===== src/rtl/tgt_qstruct_sender.sv =====
// tgt_qstruct_sender: st_qstruct beats to per-slot DMA writes plus tail notify; define TGT_SENDER_STAT_EN for stat counters
module tgt_qstruct_sender #(
    parameter int QNUM_LOG   = 4,
    parameter int CTX_W      = 64,
    parameter int DESC_W     = 32,
    parameter int BUF_ADDR_W = 32,
    parameter int SLOT_LOG   = 7,
    parameter int WPTR_W     = 24
) (
    input  logic                  clk,
    input  logic                  rst_n,
    input  logic                  st_qstruct_valid,
    input  logic                  st_qstruct_last,
    input  logic [CTX_W-1:0]      st_qstruct_head_ctx,
    input  logic [DESC_W-1:0]     st_qstruct_head_desc,
    input  logic [BUF_ADDR_W-1:0] st_qstruct_buf_addr,
    output logic                  st_qstruct_ready,
    output logic                  dma_cmd_valid,
    output logic [31:0]           dma_cmd_dst,
    output logic [BUF_ADDR_W-1:0] dma_cmd_buf,
    output logic [SLOT_LOG:0]     dma_cmd_len,
    input  logic                  dma_cmd_ready,
    output logic                  ntfy_valid,
    output logic [QNUM_LOG-1:0]   ntfy_qnum,
    output logic [WPTR_W-1:0]     ntfy_wptr,
    input  logic                  ntfy_ready,
    input  logic                  wptr_clr_valid,
    input  logic [QNUM_LOG-1:0]   wptr_clr_qnum,
    output logic                  err_pulse
`ifdef TGT_SENDER_STAT_EN
    ,
    output logic [31:0]           stat_pkt_cnt,
    output logic [47:0]           stat_byte_cnt,
    output logic [15:0]           stat_err_cnt
`endif
);
    localparam int QN = 1 << QNUM_LOG;
    localparam int LEN_W = SLOT_LOG + 1;
    localparam logic [12:0] SLOT = 13'(1 << SLOT_LOG);
    typedef enum logic [1:0] {IDLE, BODY, NTFY} state_e;
    state_e                  state_q, state_d;
    logic [31:0]             base_q, base_d;
    logic [4:0]              rlog_q, rlog_d;
    logic [QNUM_LOG-1:0]     qnum_q, qnum_d;
    logic [12:0]             remain_q, remain_d;
    logic [WPTR_W-1:0]       ptr_q, ptr_d;
    logic [WPTR_W-1:0]       wptr_q [QN];
    logic                    cmd_valid_q, cmd_valid_d;
    logic [31:0]             cmd_dst_q, cmd_dst_d;
    logic [BUF_ADDR_W-1:0]   cmd_buf_q, cmd_buf_d;
    logic [LEN_W-1:0]        cmd_len_q, cmd_len_d;
    logic                    err_q, err_d;
    logic                    acc, first, has, nhs;
    logic [4:0]              ctx_rlog, cur_rlog;
    logic [QNUM_LOG-1:0]     ctx_qnum;
    logic [31:0]             cur_base;
    logic [12:0]             cur_remain, rem_next;
    logic [WPTR_W-1:0]       cur_ptr, mask, nptr;
    logic [LEN_W-1:0]        len;
    logic                    unused_bits;
    assign unused_bits = ^{st_qstruct_head_ctx[31:29], st_qstruct_head_ctx[23:QNUM_LOG], st_qstruct_head_desc[DESC_W-1:13]};
    assign ctx_qnum = st_qstruct_head_ctx[QNUM_LOG-1:0];
    // ring sizes below one slot are not meaningful, so the mask never drops under a slot
    assign ctx_rlog = (st_qstruct_head_ctx[28:24] < 5'(SLOT_LOG)) ? 5'(SLOT_LOG) : st_qstruct_head_ctx[28:24];
    assign st_qstruct_ready = (state_q != NTFY) & (~cmd_valid_q | dma_cmd_ready);
    assign acc   = st_qstruct_valid & st_qstruct_ready;
    assign first = state_q == IDLE;
    assign nhs   = (state_q == NTFY) & ntfy_ready;
    always_comb begin
        cur_base   = first ? st_qstruct_head_ctx[63:32] : base_q;
        cur_rlog   = first ? ctx_rlog : rlog_q;
        cur_remain = first ? st_qstruct_head_desc[12:0] : remain_q;
        cur_ptr    = first ? wptr_q[ctx_qnum] : ptr_q;
        has        = cur_remain != 13'd0;
        len        = (cur_remain >= SLOT) ? LEN_W'(SLOT) : cur_remain[LEN_W-1:0];
        rem_next   = cur_remain - 13'(len);
        mask       = ~({WPTR_W{1'b1}} << cur_rlog);
        nptr       = (cur_ptr + WPTR_W'(SLOT)) & mask;
    end
    always_comb begin
        state_d     = acc ? (st_qstruct_last ? NTFY : BODY) : (nhs ? IDLE : state_q);
        base_d      = (acc & first) ? st_qstruct_head_ctx[63:32] : base_q;
        rlog_d      = (acc & first) ? ctx_rlog : rlog_q;
        qnum_d      = (acc & first) ? ctx_qnum : qnum_q;
        remain_d    = acc ? rem_next : remain_q;
        ptr_d       = acc ? (has ? nptr : cur_ptr) : ptr_q;
        cmd_valid_d = (acc & has) | (cmd_valid_q & ~dma_cmd_ready);
        cmd_dst_d   = (acc & has) ? cur_base + 32'(cur_ptr) : cmd_dst_q;
        cmd_buf_d   = (acc & has) ? st_qstruct_buf_addr : cmd_buf_q;
        cmd_len_d   = (acc & has) ? len : cmd_len_q;
        err_d       = acc & (~has | (st_qstruct_last & (rem_next != 13'd0)));
    end
    always_ff @(posedge clk or negedge rst_n) begin
        if (!rst_n) begin
            state_q     <= IDLE;
            base_q      <= '0;
            rlog_q      <= '0;
            qnum_q      <= '0;
            remain_q    <= '0;
            ptr_q       <= '0;
            cmd_valid_q <= 1'b0;
            cmd_dst_q   <= '0;
            cmd_buf_q   <= '0;
            cmd_len_q   <= '0;
            err_q       <= 1'b0;
        end else begin
            state_q     <= state_d;
            base_q      <= base_d;
            rlog_q      <= rlog_d;
            qnum_q      <= qnum_d;
            remain_q    <= remain_d;
            ptr_q       <= ptr_d;
            cmd_valid_q <= cmd_valid_d;
            cmd_dst_q   <= cmd_dst_d;
            cmd_buf_q   <= cmd_buf_d;
            cmd_len_q   <= cmd_len_d;
            err_q       <= err_d;
        end
    end
    // a clear on the same queue as a commit overrides it
    always_ff @(posedge clk or negedge rst_n) begin
        if (!rst_n) begin
            for (int i = 0; i < QN; i++) wptr_q[i] <= '0;
        end else begin
            for (int i = 0; i < QN; i++)
                if (wptr_clr_valid && wptr_clr_qnum == QNUM_LOG'(i)) wptr_q[i] <= '0;
                else if (nhs && qnum_q == QNUM_LOG'(i)) wptr_q[i] <= ptr_q;
        end
    end
    assign dma_cmd_valid = cmd_valid_q;
    assign dma_cmd_dst   = cmd_dst_q;
    assign dma_cmd_buf   = cmd_buf_q;
    assign dma_cmd_len   = cmd_len_q;
    assign ntfy_valid    = state_q == NTFY;
    assign ntfy_qnum     = qnum_q;
    assign ntfy_wptr     = ptr_q;
    assign err_pulse     = err_q;
`ifdef TGT_SENDER_STAT_EN
    logic [31:0] pkt_cnt_q;
    logic [47:0] byte_cnt_q;
    logic [15:0] err_cnt_q;
    logic [48:0] byte_sum;
    assign byte_sum = {1'b0, byte_cnt_q} + 49'(cmd_len_q);
    always_ff @(posedge clk or negedge rst_n) begin
        if (!rst_n) begin
            pkt_cnt_q  <= '0;
            byte_cnt_q <= '0;
            err_cnt_q  <= '0;
        end else begin
            if (nhs && !(&pkt_cnt_q)) pkt_cnt_q <= pkt_cnt_q + 32'd1;
            if (cmd_valid_q && dma_cmd_ready) byte_cnt_q <= byte_sum[48] ? '1 : byte_sum[47:0];
            if (err_q && !(&err_cnt_q)) err_cnt_q <= err_cnt_q + 16'd1;
        end
    end
    assign stat_pkt_cnt  = pkt_cnt_q;
    assign stat_byte_cnt = byte_cnt_q;
    assign stat_err_cnt  = err_cnt_q;
`endif
endmodule

===== config.mk =====
export PLATFORM = sky130hd
export DESIGN_NAME = tgt_qstruct_sender
export DESIGN_NICKNAME = d
export VERILOG_FILES = /design/src/rtl/tgt_qstruct_sender.sv
export SDC_FILE = /design/constraint.sdc
export NUM_CORES = 1
export LEC_CHECK = 0
export CAP_MARGIN = 10
export CORE_MARGIN = 5
export CORE_UTILIZATION = 64
export CTS_BUF_LIST = sky130_fd_sc_hd__clkbuf_4
export CTS_CLUSTER_SIZE = 8
export DETAILED_ROUTE_END_ITERATION = 7
export GPL_TIMING_DRIVEN = 0
export HOLD_SLACK_MARGIN = 0.12
export PLACE_DENSITY = 0.88
export REMOVE_ABC_BUFFERS = 1
export SLEW_MARGIN = 20
export SYNTH_ARGS = -nofsm -noshare
export SYNTH_HDL_FRONTEND = slang
export SYNTH_SLANG_ARGS = --single-unit

===== constraint.sdc =====
create_clock -name clk -period 12.95 [get_ports clk]
set_input_delay 3.2375 -clock clk [delete_from_list [all_inputs] [get_ports clk]]
set_output_delay 3.2375 -clock clk [all_outputs]
set_load 0.02 [all_outputs]

==> results.sh <==
export IMPL_initial_core_util=0.651
export IMPL_tightest_slew_ns=1.02
export IMPL_p_switching_uw=2220
export IMPL_cap_violations=0
export IMPL_final_cell_mix="dfrtp_1 (538), a22o_1 (390), nand2_1 (334)"
export IMPL_synth_edf_count=0
export IMPL_vias=21900
export IMPL_synth_seq_cells=538
export IMPL_grt_pass1_vias=22400
export IMPL_crit_chain="buf_8 > buf_16 > mux4_2 > mux4_2 > mux2i_1 > inv_1 > ha_1 > a211oi_1 > o211ai_1 > a31oi_1 > o211ai_1 > a41oi_1 > nand2b_1 > nor3_1 > or4_1"
export IMPL_crit_type="primary input to flip-flop"
export IMPL_cpLargestDelayFamily="compound AO/OA/AOI/OAI gates"
export IMPL_yosysTopAreaCell="dfrtp_1"
export IMPL_required_ns=13.68
export IMPL_yosysTopAreaCellShare=0.517
export IMPL_multi_input_area_um2=11800
export IMPL_grt_use_total=0.367
export IMPL_p_comb_frac=0.343
export IMPL_cts_tree="yes"
export IMPL_critPathMaxFanout=82
export IMPL_min_from="dma_cmd_buf[5]"
export IMPL_fin_crit_sh=0.621
export IMPL_io_buffers=200
export IMPL_use_met1=0.459
export IMPL_utilization=0.774
export IMPL_fin_crit_ns=8.04
export IMPL_row_count=73
export IMPL_status="complete, no violations"
export IMPL_route_detailed_drc=0
export IMPL_clock_path_buffers=3
export IMPL_cts_sinks=538
export IMPL_reg2reg_depth=13
export IMPL_drtAntennaViolNets=0
export IMPL_stdcell_area_um2=31000
export IMPL_crit_cells=15
export IMPL_antenna_found_initial=1
export IMPL_reg2reg_setup_slack_ns=7.64
export IMPL_grt_max_degree=107
export IMPL_fillers=2394
export IMPL_skew_ns=0.0837
export IMPL_r2r_start="state_q[1]"
export IMPL_synth_flop_cell="dfrtp_1"
export IMPL_area_growth_pct=18.9
export IMPL_die_area_um2=44800
export IMPL_arrival_ns=8.76
export IMPL_avgRoutedWirePerCell_um=27.0
export IMPL_slowest_delay_ns=0.63
export IMPL_via_per_inst=7.09
export IMPL_crit_slowest_cell="mux2i_1"
export IMPL_drtIter0Drc=2781
export IMPL_grt_pass1_wl_um=128000
export IMPL_ctsHoldBuffers=0
export IMPL_internal_power_uw=3550
export IMPL_grt_busiest_layer="met2"
export IMPL_insertion_delay_ns=0.91
export IMPL_power_frac_clock=0.255
export IMPL_cts_resized=0
export IMPL_seq_area_um2=13500
export IMPL_yosysWarnings=0
export IMPL_synth_area_top_cells="dfrtp_1 (52%), a22o_1 (13%), nand2_1 (4.8%)"
export IMPL_final_common_cell="dfrtp_1"
export IMPL_post_dp_cell_area_um2=29200
export IMPL_dp_hpwl_um=54300
export IMPL_r2r_end="dma_cmd_dst[31]"
export IMPL_holdPathEnd="dma_cmd_buf[5]"
export IMPL_rsz0062_at_grt="no"
export IMPL_grt_ovfl_total=0
export IMPL_cts_setup_buffers=0
export IMPL_met3_usage=0.109
export IMPL_die_y_um=212
export IMPL_gp_congestion=0.939
export IMPL_seq_area_frac_synth=0.517
export IMPL_worstHoldPathCells=2
export IMPL_die_w_um=212
export IMPL_async_flop_share=1.00
export IMPL_p_leak_uw=0.0145
export IMPL_first_pass_iters=8
export IMPL_p_per_area_nw_per_um2=186
export IMPL_io_pin_count=243
export IMPL_hold_path_class="flip-flop to flip-flop"
export IMPL_grt_met2_usage=0.577
export IMPL_seqPwrFrac=0.402
export IMPL_syn_avg_cell_area_um2=11.5
export IMPL_switching_share=0.384
export IMPL_critPathLaunchType="primary input"
export IMPL_syn_cell_area_um2=26000
export IMPL_drive_gt1_frac=0.173
export IMPL_synthCells=2258
export IMPL_cts_root_buf="clkbuf_4"
export IMPL_fmax_mhz=124
export IMPL_peakVddDrop_mv=0.107
export IMPL_cts_htree_levels=4
export IMPL_yosysUniqueCellTypes=88
export IMPL_critPathBufInv=3
export IMPL_drt_total_wl_um=83100
export IMPL_clkTransAtPathRegs_ns=0.06
export IMPL_design_core_area_um2=40000
export IMPL_numCtsBuffers=137
export IMPL_slew_violations=0
export IMPL_hold_viol_final=0
export IMPL_slew_headroom=0.317
export IMPL_endpoint_kind="flip-flop"
export IMPL_fin_nets=2634
export IMPL_setup_viol=0
==> tightest hold or removal path: cells and delay by family, from the launching register on <==
family	cells	cell delay, ns
flops	1	0.33
simple gates	2	0.11
==> routing by layer <==
layer / share of wire / up-vias
met4: 0.059 / 0
met2: 0.46 / 1760
met1: 0.36 / 10700
met5: 0 / -
li1: - / 8922
met3: 0.12 / 467
==> worst max path at each step <==
stage,start,slack [ns],endpoint
floorplan,dma_cmd_ready,5.81,base_q[0]
finish,st_qstruct_head_ctx[1],4.91,dma_cmd_dst[31]
global placement,rst_n,-13.64,wptr_q[23]
detailed placement,st_qstruct_head_ctx[1],4.37,dma_cmd_dst[31]
CTS,dma_cmd_ready,5.07,st_qstruct_ready
global route,st_qstruct_head_ctx[1],4.80,dma_cmd_dst[31]
==> stage by stage <==
stage                      TNS, ns  setup WS [ns]  power [uW]  std cells  hold WS (ns)
after floorplan                  0           5.81        3410       2059         0.445
after global placement    -7314.27         -13.64        4120       2784         0.452
after detailed placement         0           4.37        4260       2854         0.462
after CTS                        0           5.07        5740       3082         0.475
after global routing             0           4.80        6050       3083         0.496
final                            0           4.91        5770       3083         0.472
==> state kept, by name, indices dropped and copies added, names as in the netlist <==
signal,cells
base_q,32
dma_cmd_buf,32
dma_cmd_dst,32
dma_cmd_len,8
dma_cmd_valid,1
err_pulse,1
ntfy_qnum,4
ntfy_wptr,24
remain_q,13
rlog_q,5
state_q,2
wptr_q,384
==> final cells by class <==
cell class                      count  share of cell area
Sequential cell                   538               0.435
Tap cell                          525              0.0212
Clock buffer                      188              0.0456
Timing Repair Buffer              270               0.105
Clock inverter                     40             0.00962
Antenna cell                        1           0.0000808
Inverter                           21             0.00255
Multi-Input combinational cell   1500               0.381
==> synthesized netlist by cell type (9+ instances only) <==
master	number
dfrtp_1	538
a22o_1	390
nand2_1	336
clkbuf_1	119
mux2i_1	87
o21ai_0	76
nor2_1	74
a21oi_1	70
mux4_2	55
mux2_2	47
buf_2	35
ha_1	26
nand3_1	24
nor3_1	23
inv_1	21
xor2_1	20
a22oi_1	19
a31oi_1	18
xnor2_1	17
buf_1	16
mux4_1	15
o31ai_1	15
a21o_1	14
buf_6	12
o22ai_1	12
and2_1	10
nand2b_1	10
nor4_1	10
a211oi_1	9
buf_4	9
==> power groups by stage <==
stage	Combinational, uW	Sequential (uW)	Clock, uW
floorplan	1070	2350	0
global placement	1830	2300	0
detailed placement	1940	2330	0
CTS	1960	2300	1480
global route	2130	2350	1570
finish	1980	2320	1470
==> cell families after synthesis <==
family	count (synthesis)	synth area share
AOI/OAI and AO/OA	675	0.201
xor gates and xnor gates	37	0.0124
adders and majority gates	27	0.0133
buffers and inverters	220	0.0421
DFF	538	0.517
muxes	206	0.118
other	1	0.000144
and+or+nand+nor	554	0.0959
No activity file was read; power rests on OpenSTA's default activity.
